`src/rtl/rr_gen_pkg.sv`:
```
// Shared types and slicing helpers for the weighted round-robin arbiter.
// Buses are zero-extended to BUS_MAX bits so one set of helpers serves every parameterisation.
package rr_gen_pkg;

    typedef enum logic {
        S_INIT  = 1'b0,
        S_SERVE = 1'b1
    } state_t;

    localparam int BUS_MAX = 1024;

    function automatic int weight_w(input int max_weight);
        return (max_weight > 1) ? $clog2(max_weight) : 1;
    endfunction

    function automatic int queue_w(input int queue_quantity);
        return (queue_quantity > 1) ? $clog2(queue_quantity) : 1;
    endfunction

    function automatic int slot_w(input int table_size);
        return (table_size > 1) ? $clog2(table_size) : 1;
    endfunction

    // Generic field extractor: field idx of a packed bus whose fields are width bits wide.
    function automatic logic [31:0] field_get(input logic [BUS_MAX-1:0] bus,
                                              input int idx,
                                              input int width);
        logic [31:0] mask;
        mask = (32'd1 << width) - 32'd1;
        return 32'(bus >> (idx * width)) & mask;
    endfunction

    function automatic logic [31:0] slot_weight(input logic [BUS_MAX-1:0] pesos,
                                                input int slot,
                                                input int ww);
        return field_get(pesos, slot, ww);
    endfunction

    function automatic logic [31:0] slot_queue(input logic [BUS_MAX-1:0] selecciones,
                                               input int slot,
                                               input int sw);
        return field_get(selecciones, slot, sw);
    endfunction

    function automatic logic [31:0] queue_count(input logic [BUS_MAX-1:0] fifo_counter,
                                                input int queue,
                                                input int bw);
        return field_get(fifo_counter, queue, bw);
    endfunction

endpackage

```
`src/rtl/round_robin_ponderado_gen_detector_umbral.sv`:
```
// Combinational lowest-index priority encoder over queues at or above the urgent threshold.
// Zero latency; empty queues never hit regardless of their counter.
module detector_umbral #(
    parameter int QUEUE_QUANTITY = 4,
    parameter int BUF_WIDTH      = 3,
    parameter int SW             = 2
) (
    input  logic                                enable,
    input  logic [QUEUE_QUANTITY-1:0]           buf_empty,
    input  logic [QUEUE_QUANTITY*BUF_WIDTH-1:0] fifo_counter,
    input  logic [BUF_WIDTH-1:0]                umbral_alto,
    output logic                                hit,
    output logic [SW-1:0]                       idx
);

    // Scan from the top down so the lowest qualifying queue is the last one written.
    always_comb begin
        hit = 1'b0;
        idx = '0;
        for (int q = QUEUE_QUANTITY - 1; q >= 0; q--) begin
            if (enable && !buf_empty[q] &&
                (fifo_counter[q*BUF_WIDTH +: BUF_WIDTH] >= umbral_alto)) begin
                hit = 1'b1;
                idx = SW'(q);
            end
        end
    end

endmodule

```
`src/rtl/round_robin_ponderado_gen.sv`:
```
// Table-driven weighted round-robin arbiter with urgent override; all outputs registered (1 cycle).
// dest_ready=0 or enb=0 freezes slot/credit/state and drops the pop strobe; selector holds.
module round_robin_ponderado_gen
    import rr_gen_pkg::*;
#(
    parameter int QUEUE_QUANTITY = 4,
    parameter int BUF_WIDTH      = 3,
    parameter int MAX_WEIGHT     = 64,
    parameter int TABLE_SIZE     = 8,
    localparam int WW            = weight_w(MAX_WEIGHT),
    localparam int SW            = queue_w(QUEUE_QUANTITY),
    localparam int TW            = slot_w(TABLE_SIZE)
) (
    input  logic                                clk,
    input  logic                                rst,
    input  logic                                enb,
    input  logic                                dest_ready,
    input  logic [TABLE_SIZE*WW-1:0]            pesos,
    input  logic [TABLE_SIZE*SW-1:0]            selecciones,
    input  logic [QUEUE_QUANTITY-1:0]           buf_empty,
    input  logic [QUEUE_QUANTITY*BUF_WIDTH-1:0] fifo_counter,
    input  logic [BUF_WIDTH-1:0]                umbral_alto,
    input  logic                                modo_urgente,
    output logic [SW-1:0]                       selector,
    output logic                                selector_enb,
    output logic                                urgente,
    output logic [TW-1:0]                       slot_idx
);

    state_t         state_q, state_d;
    logic [TW-1:0]  slot_q, slot_d;
    logic [WW-1:0]  credito_q, credito_d;
    logic [SW-1:0]  selector_q, selector_d;
    logic           selector_enb_q, selector_enb_d;
    logic           urgente_q, urgente_d;

    logic [BUS_MAX-1:0] pesos_x;
    logic [BUS_MAX-1:0] selecciones_x;
    logic [BUS_MAX-1:0] counter_x;

    assign pesos_x       = BUS_MAX'(pesos);
    assign selecciones_x = BUS_MAX'(selecciones);
    assign counter_x     = BUS_MAX'(fifo_counter);

    logic                 urg_hit;
    logic [SW-1:0]        urg_idx;

    detector_umbral #(
        .QUEUE_QUANTITY (QUEUE_QUANTITY),
        .BUF_WIDTH      (BUF_WIDTH),
        .SW             (SW)
    ) u_detector_umbral (
        .enable       (modo_urgente),
        .buf_empty    (buf_empty),
        .fifo_counter (fifo_counter),
        .umbral_alto  (umbral_alto),
        .hit          (urg_hit),
        .idx          (urg_idx)
    );

    logic [SW-1:0]        cur_q;
    logic [BUF_WIDTH-1:0] cur_cnt;
    logic                 cur_empty;
    logic                 guard_blk;
    logic [TW-1:0]        slot_nxt;
    logic [WW-1:0]        weight_nxt;
    logic [WW-1:0]        weight_first;

    always_comb begin
        cur_q        = SW'(slot_queue(selecciones_x, int'(slot_q), SW));
        cur_cnt      = BUF_WIDTH'(queue_count(counter_x, int'(cur_q), BUF_WIDTH));
        cur_empty    = buf_empty[cur_q];
        // The counter may not yet reflect the pop issued last cycle, so a repeat
        // grant needs at least one word beyond the one already in flight.
        guard_blk    = selector_enb_q && (selector_q == cur_q) && (int'(cur_cnt) < 2);
        slot_nxt     = (int'(slot_q) == TABLE_SIZE - 1) ? '0 : slot_q + TW'(1);
        weight_nxt   = WW'(slot_weight(pesos_x, int'(slot_nxt), WW));
        weight_first = WW'(slot_weight(pesos_x, 0, WW));
    end

    always_comb begin
        state_d        = state_q;
        slot_d         = slot_q;
        credito_d      = credito_q;
        selector_d     = selector_q;
        selector_enb_d = 1'b0;
        urgente_d      = 1'b0;

        if (enb) begin
            case (state_q)
                S_INIT: begin
                    slot_d    = '0;
                    credito_d = weight_first;
                    state_d   = S_SERVE;
                end
                S_SERVE: begin
                    if (dest_ready) begin
                        if (urg_hit) begin
                            selector_d     = urg_idx;
                            selector_enb_d = 1'b1;
                            urgente_d      = 1'b1;
                        end else if ((credito_q == '0) || cur_empty) begin
                            slot_d    = slot_nxt;
                            credito_d = weight_nxt;
                        end else if (!guard_blk) begin
                            selector_d     = cur_q;
                            selector_enb_d = 1'b1;
                            if (credito_q == WW'(1)) begin
                                slot_d    = slot_nxt;
                                credito_d = weight_nxt;
                            end else begin
                                credito_d = credito_q - WW'(1);
                            end
                        end
                    end
                end
                default: state_d = S_INIT;
            endcase
        end
    end

    always_ff @(posedge clk or posedge rst) begin
        if (rst) begin
            state_q        <= S_INIT;
            slot_q         <= '0;
            credito_q      <= '0;
            selector_q     <= '0;
            selector_enb_q <= 1'b0;
            urgente_q      <= 1'b0;
        end else begin
            state_q        <= state_d;
            slot_q         <= slot_d;
            credito_q      <= credito_d;
            selector_q     <= selector_d;
            selector_enb_q <= selector_enb_d;
            urgente_q      <= urgente_d;
        end
    end

    assign selector     = selector_q;
    assign selector_enb = selector_enb_q;
    assign urgente      = urgente_q;
    assign slot_idx     = slot_q;

endmodule

```
`config.mk`:
```
export PLATFORM = sky130hd
export DESIGN_NAME = round_robin_ponderado_gen
export DESIGN_NICKNAME = d
export VERILOG_FILES = /design/src/rtl/rr_gen_pkg.sv /design/src/rtl/round_robin_ponderado_gen_detector_umbral.sv /design/src/rtl/round_robin_ponderado_gen.sv
export SDC_FILE = /design/constraint.sdc
export NUM_CORES = 1
export LEC_CHECK = 0
export ABC_CLOCK_PERIOD_IN_PS = 3100
export BUFFER_PORTS_ARGS = -buffer_cell sky130_fd_sc_hd__buf_2
export CAP_MARGIN = 10
export CORE_UTILIZATION = 47
export DETAILED_ROUTE_END_ITERATION = 10
export PLACE_DENSITY = 0.84
export SLEW_MARGIN = 20
export SYNTH_ARGS = -nofsm -noshare
export SYNTH_HDL_FRONTEND = slang
export SYNTH_HIERARCHICAL = 1
export SYNTH_SLANG_ARGS = --single-unit
export TNS_END_PERCENT = 1
```
`constraint.sdc`:
```
create_clock -name clk -period 3.1 [get_ports clk]
set_input_delay 0.31 -clock clk [delete_from_list [all_inputs] [get_ports clk]]
set_output_delay 0.31 -clock clk [all_outputs]
set_load 0.05 [all_outputs]
```
* Yosys cells after proc, flatten, opt, wreduce, memory -nomap -nowiden *
Index checks and enable logic that the tools add are counted.

word-level totals
  latch bits = 0
  RAM bits = 0
  memories = 0
  input port bits = 88
  bits in registers = 14
  output and inout bits = 7
  memory bits (read-only) = 0
  logic and storage cells = 84

operators by class
  muxes and demuxes = 36
  multipliers = 2
  bitwise gates (word level) = 1
  $lt $le $gt $ge = 6
  $add $sub $neg = 2
  div/mod/pow operators = 0
  shift operators = 3
  reductions and logical operators = 19
  eq/ne operators = 9

operators by type and width
  operator             number
  $shr 48x6->6         1
  $mux 6               5
  $mux 3               6
  $shr 16x4->2         1
  $mux 1               15
  $mux 2               7
  $ge 3x3->1           4
  $pmux 6 s2           1
  $shr 12x4->3         1
  $logic_and 1x1->1    10
  $reduce_and 5->1     2
  $eq 6x1->1 const B   1
  $logic_not 6->1      1
  $pmux 3 s2           1
  $sub 6x1->6 const B  1
  $mul 3x2->5 const B  1
  $logic_not 1->1      4
  $mul 2x2->4 const B  1
  $ne 2x1->1 const B   2
  $ne 2x2->1 const B   2
  $reduce_and 4->1     1
  $add 3x1->3 const B  1
  $eq 3x1->1 const B   1
  $lt 2x3->1 const B   1
  other kinds (7)      7

* Logic depth before layout (Yosys ltp) *
  word-level depth = 11
  mapped depth = 11
  mapped depth without buffers = 10

* By module *
Netlist, hierarchy kept.

by module, submodules not included
  module                     seq. area each (µm²)  times used  cells each  area each (µm²)
  round_robin_ponderado_gen  350.3                 1           148         1519.0
  detector_umbral            0.0                   1           41          354.1

* Worst setup path before layout *
Ideal clock, no wire load.

  path type = register to register
  from = reg slot_q[0], in the netlist slot_idx[0]
  to = reg credito_q[2]
  buffers on the path = 1
  setup time = 126 ps
  arrival = 2959 ps
  data required time = 2974 ps
  setup slack = 15 ps
  stages on the path, launching flop included = 8
  clock period less this slack = 3085 ps
  path through = dfrtp_1 > buf_6 > mux4_2 > mux2i_4 > mux2_4 > o22ai_1 > a311oi_1 > o32a_1

between the ends
  cells in the longest elaborated chain, start to end = 10
  elaborated cells between the ends (all ways) = 23
  classes of those cells = 1 x add/sub; 2 x mul; 1 x order compare; 3 x eq/ne; 3 x shift; 9 x mux; 4 x reduce/logical

RTL lines
  element                                    line                              RTL
  start: declaration                         round_robin_ponderado_gen.sv:31   logic [TW-1:0] slot_q, slot_d;
  start signal: assignment                   round_robin_ponderado_gen.sv:132  slot_q <= slot_d;
  $add 3x1->3 or $eq 3x1->1 (tied branches)  round_robin_ponderado_gen.sv:76   slot_nxt = (int'(slot_q) == TABLE_SIZE - 1) ? '0 : slot_q + TW'(1);
  $mux 3                                     round_robin_ponderado_gen.sv:76
  $mul 3x2->5                                rr_gen_pkg.sv:30                  return 32'(bus >> (idx * width)) & mask;
  $shr 48x6->6                               rr_gen_pkg.sv:30
  $mux 6                                     round_robin_ponderado_gen.sv:108  if (credito_q == WW'(1)) begin
  $mux 6                                     round_robin_ponderado_gen.sv:105  end else if (!guard_blk) begin
  $mux 6                                     round_robin_ponderado_gen.sv:102  end else if ((credito_q == '0) || cur_empty) begin
  $mux 6                                     round_robin_ponderado_gen.sv:98   if (urg_hit) begin
  $mux 6                                     round_robin_ponderado_gen.sv:97   if (dest_ready) begin
  $pmux 6 s2                                 round_robin_ponderado_gen.sv:90   case (state_q)
  end signal: assignment                     round_robin_ponderado_gen.sv:133  credito_q <= credito_d;
  end: declaration                           round_robin_ponderado_gen.sv:32   logic [WW-1:0] credito_q, credito_d;

Parallel ways exist; a longest one is shown, timed or not. The select of a mux whose other input is x is not followed.
A chain may end at the register's enable or synchronous reset.

* Final worst setup path *
  from = reg slot_q[0], in the netlist slot_idx[0]
  to = reg slot_q[0], in the netlist slot_idx[0]

between the ends
  cells in the longest elaborated chain, start to end = 8
  elaborated cells between the ends (all ways) = 22
  classes of those cells = 1 x add/sub; 1 x mul; 1 x order compare; 4 x eq/ne; 2 x shift; 9 x mux; 4 x reduce/logical

RTL lines
  element
  parallel branches: the longest is 8 deep, another holds $mul 2x2->4

Parallel ways; which one is timed is not known. The select of a mux whose other input is x is not followed.

==> metrics <==
LEAKAGE=between 1 and 1.5 nW; top cell type's share of synthesized area=a little under a fifth; detailed placer's ending HPWL=3980 um; Fill cells=around 320; die height=between 60 and 70 um; initial DRC count=between 50 and 60; Critical Path AT=roughly 3.0 ns; endpoint class of the critical path=register; path category of the worst min-delay check=input port to async pin; remaining antenna violation count=0; Final Util=65.5%; measured slew at the worst slew-check pin=0.523 ns; cell taking the most area after synthesis=dfrtp_1; Async SR Flop Fraction=100%; Final TNS setup=0 ns; Max Fanout on Critical Path=16; die width=65.1 um; Setup Skew=a little over 0.004 ns; ordered list of cells on the worst path=mux4_1 -> mux2i_4 -> mux2_4 -> o22a_4 -> o221ai_4 -> nor2_1 -> a32o_1; startpoint types=register; Max Freq=roughly 350 MHz; Final period util=around nine tenths; Via density=roughly 5.7; max-slew violations=0; Non-Filler Instances=between 300 and 400; area grow syn2layout=31.0%; full die area=~0.0042 mm2; DR vias=1892; clk root buf=clkbuf_8; drt total wl=between 4000 and 5000 um; Tmin final=~2.8 ns; Max-Slew Margin vs Limit=roughly 65%; sequential-to-total area share from yosys stat=18.7%; Post-CTS Setup Bufs=0; final setup fails=0; most frequent cells after synthesis=17 x ha_1, 14 x dfrtp_1, 14 x mux2i_1, 14 x nand2_1; critical path's slowest cell=mux4_1; CP Buf/Inv Count=0; Std-Cell Rows=22; Most used DFF post-synth=dfrtp_1; DRC=0; top cells by area, synth=dfrtp_1 19%, mux4_2 14%, ha_1 11%; CTS buffer count=3; global-route wire length before repair=between 7000 and 8000 um; vias in the first global route=approximately 1800; Post-CTS Hold Buffers=0; I/O pins=95; kind of critical path=register to register; Yosys cell types=between 50 and 60; peak supply drop=~0.0006 V; grt total ovfl=0; largest net degree at the start of global routing=17; count leader, synth=ha_1; unrepaired setup endpoints after global routing=no; Mapped Area=~0.0019 mm2; drt wl/cell=~14 um; GRT Util Overall=23.0%; Placed Instances=between 300 and 400; P per Cell Area=821 mW/mm2; YS warnings=6; PortBufs=94; Final Wtd Congestion=between 0.8 and 0.9; max incr delay on CP=between 0.6 and 0.7 ns; worst-skew pair later-pin latency=0.24 ns; initial core utilization=between 50% and 60%; post-synthesis net count=about 290; layout net count=slightly below 400; Diodes inserted=0; share of cells above drive strength 1=approximately 48%; htree depth=1; max-cap violations=0; initial antenna violation count=0; post-cts resize count=0; CORE AREA=between 0.003 and 0.004 mm2; total power=just over 0.002 W; Mapped Cells=189; Num Clock Sinks=14; Seq cells post-synth=14; Hold Vio Cnt, Final=0; Max clock buf depth=2; CTS tree=done; Post-synth EDFFs=0; Detailed Routing Iterations Pass 1=4; Clock Pin Slew Worst Setup and Hold Paths=around 0.06 ns; status=finished clean; Synth Area per Inst=a little under 10 um2; critical path data required time=approximately 3.2 ns; Worst path top cell family by delay=multiplexers
-- layer usage --
metal  vias to the layer above  share of wire (%)  GRT usage [%]
met3                         5                5.5           3.65
met5                         -                  0              0
met4                         0               0.66           3.53
met1                       884                 41           25.9
li1                        919                  -              -
met2                        84                 53           45.4
-- layout make-up --
class                      instances  area [um2]  share of cell area [%]
clock buffer                       4        55.1                    2.24
inverter                          13        48.8                    1.99
tap                               48        60.1                    2.45
multi-input combinational        155        1440                    58.6
sequential                        14         350                    14.3
timing repair buffer              98         500                    20.4
-- kinds of logic after synthesis --
| group | share of synthesized area [%] |
|---|---|
| AOI/OAI and AO/OA | 19.1 |
| xor gates and xnor gates | 1.40 |
| adders and majority gates | 11.4 |
| buffers and inverters | 4.48 |
| DFF | 18.7 |
| muxes | 28.5 |
| and+or+nand+nor | 16.4 |
-- placed cells by master (no fill, tap or decap), types with 2 or more instances in the layout --
master,instances
mux2_2,3
or2_2,5
nand2_1,14
nor3_1,6
buf_4,4
a21oi_1,2
nand2b_4,2
clkbuf_8,4
nor4_1,2
inv_1,13
dfrtp_1,14
nand2b_1,4
nor2_1,13
mux2_4,2
a32o_1,2
a211oi_2,4
mux2i_1,14
ha_1,17
o21ai_0,11
nor2b_1,3
buf_2,94
o211ai_1,2
mux4_2,12
xnor2_1,2
nand3_1,4
o221ai_1,3
o22ai_1,4
-- state kept, by name, indices dropped and copies added, names as in the netlist --
register and flops:
credito_q 6, selector_enb 1, slot_idx 3, urgente 1
state_q 1, selector 2
-- where the power goes --
part	leakage (nW)	total, W	internal (W)	switching (W)
Combinational	1.04	0.00148	0.000723	0.000758
Sequential	0.167	0.000355	0.000253	0.000102
Clock	0.0288	0.000178	0.000112	0.0000654
Total	1.24	0.00201	0.00109	0.000926
-- per-stage QoR --
step	hold WS (ns)	cell area, um2	worst slack, ns
finish	0.0906	2450	0.272
detailed placement	0.384	2400	0.290
CTS	0.120	2450	0.268
global placement	0.387	2400	0.349
floorplan	0.199	1870	0.0150
global route	0.141	2450	0.138
-- final timing paths --
check	start	end	slack [ns]	depth (start not counted)
max	slot_idx[0]$_DFFE_PP0P_	slot_idx[0]$_DFFE_PP0P_	0.27	7
min	rst	selector[1]$_DFFE_PP0P_	0.09	2
max reg2reg	slot_idx[0]$_DFFE_PP0P_	slot_idx[0]$_DFFE_PP0P_	0.27	7
min reg2reg	selector[0]$_DFFE_PP0P_	selector[0]$_DFFE_PP0P_	0.54	1
max in group asynchronous	rst	credito_q[5]$_DFFE_PP0P_	2.66	2
min in group clk	dest_ready	urgente$_DFF_PP0_	0.35	3
-- worst register-to-register path: stages, from the launching register on --
cell and delay, ns:
dfrtp_1 0.41, mux4_1 0.62, mux2i_4 0.27, mux2_4 0.35, o22a_4 0.26, o221ai_4 0.39, nor2_1 0.14, a32o_1 0.28
Power figures use the tool's default switching activity.
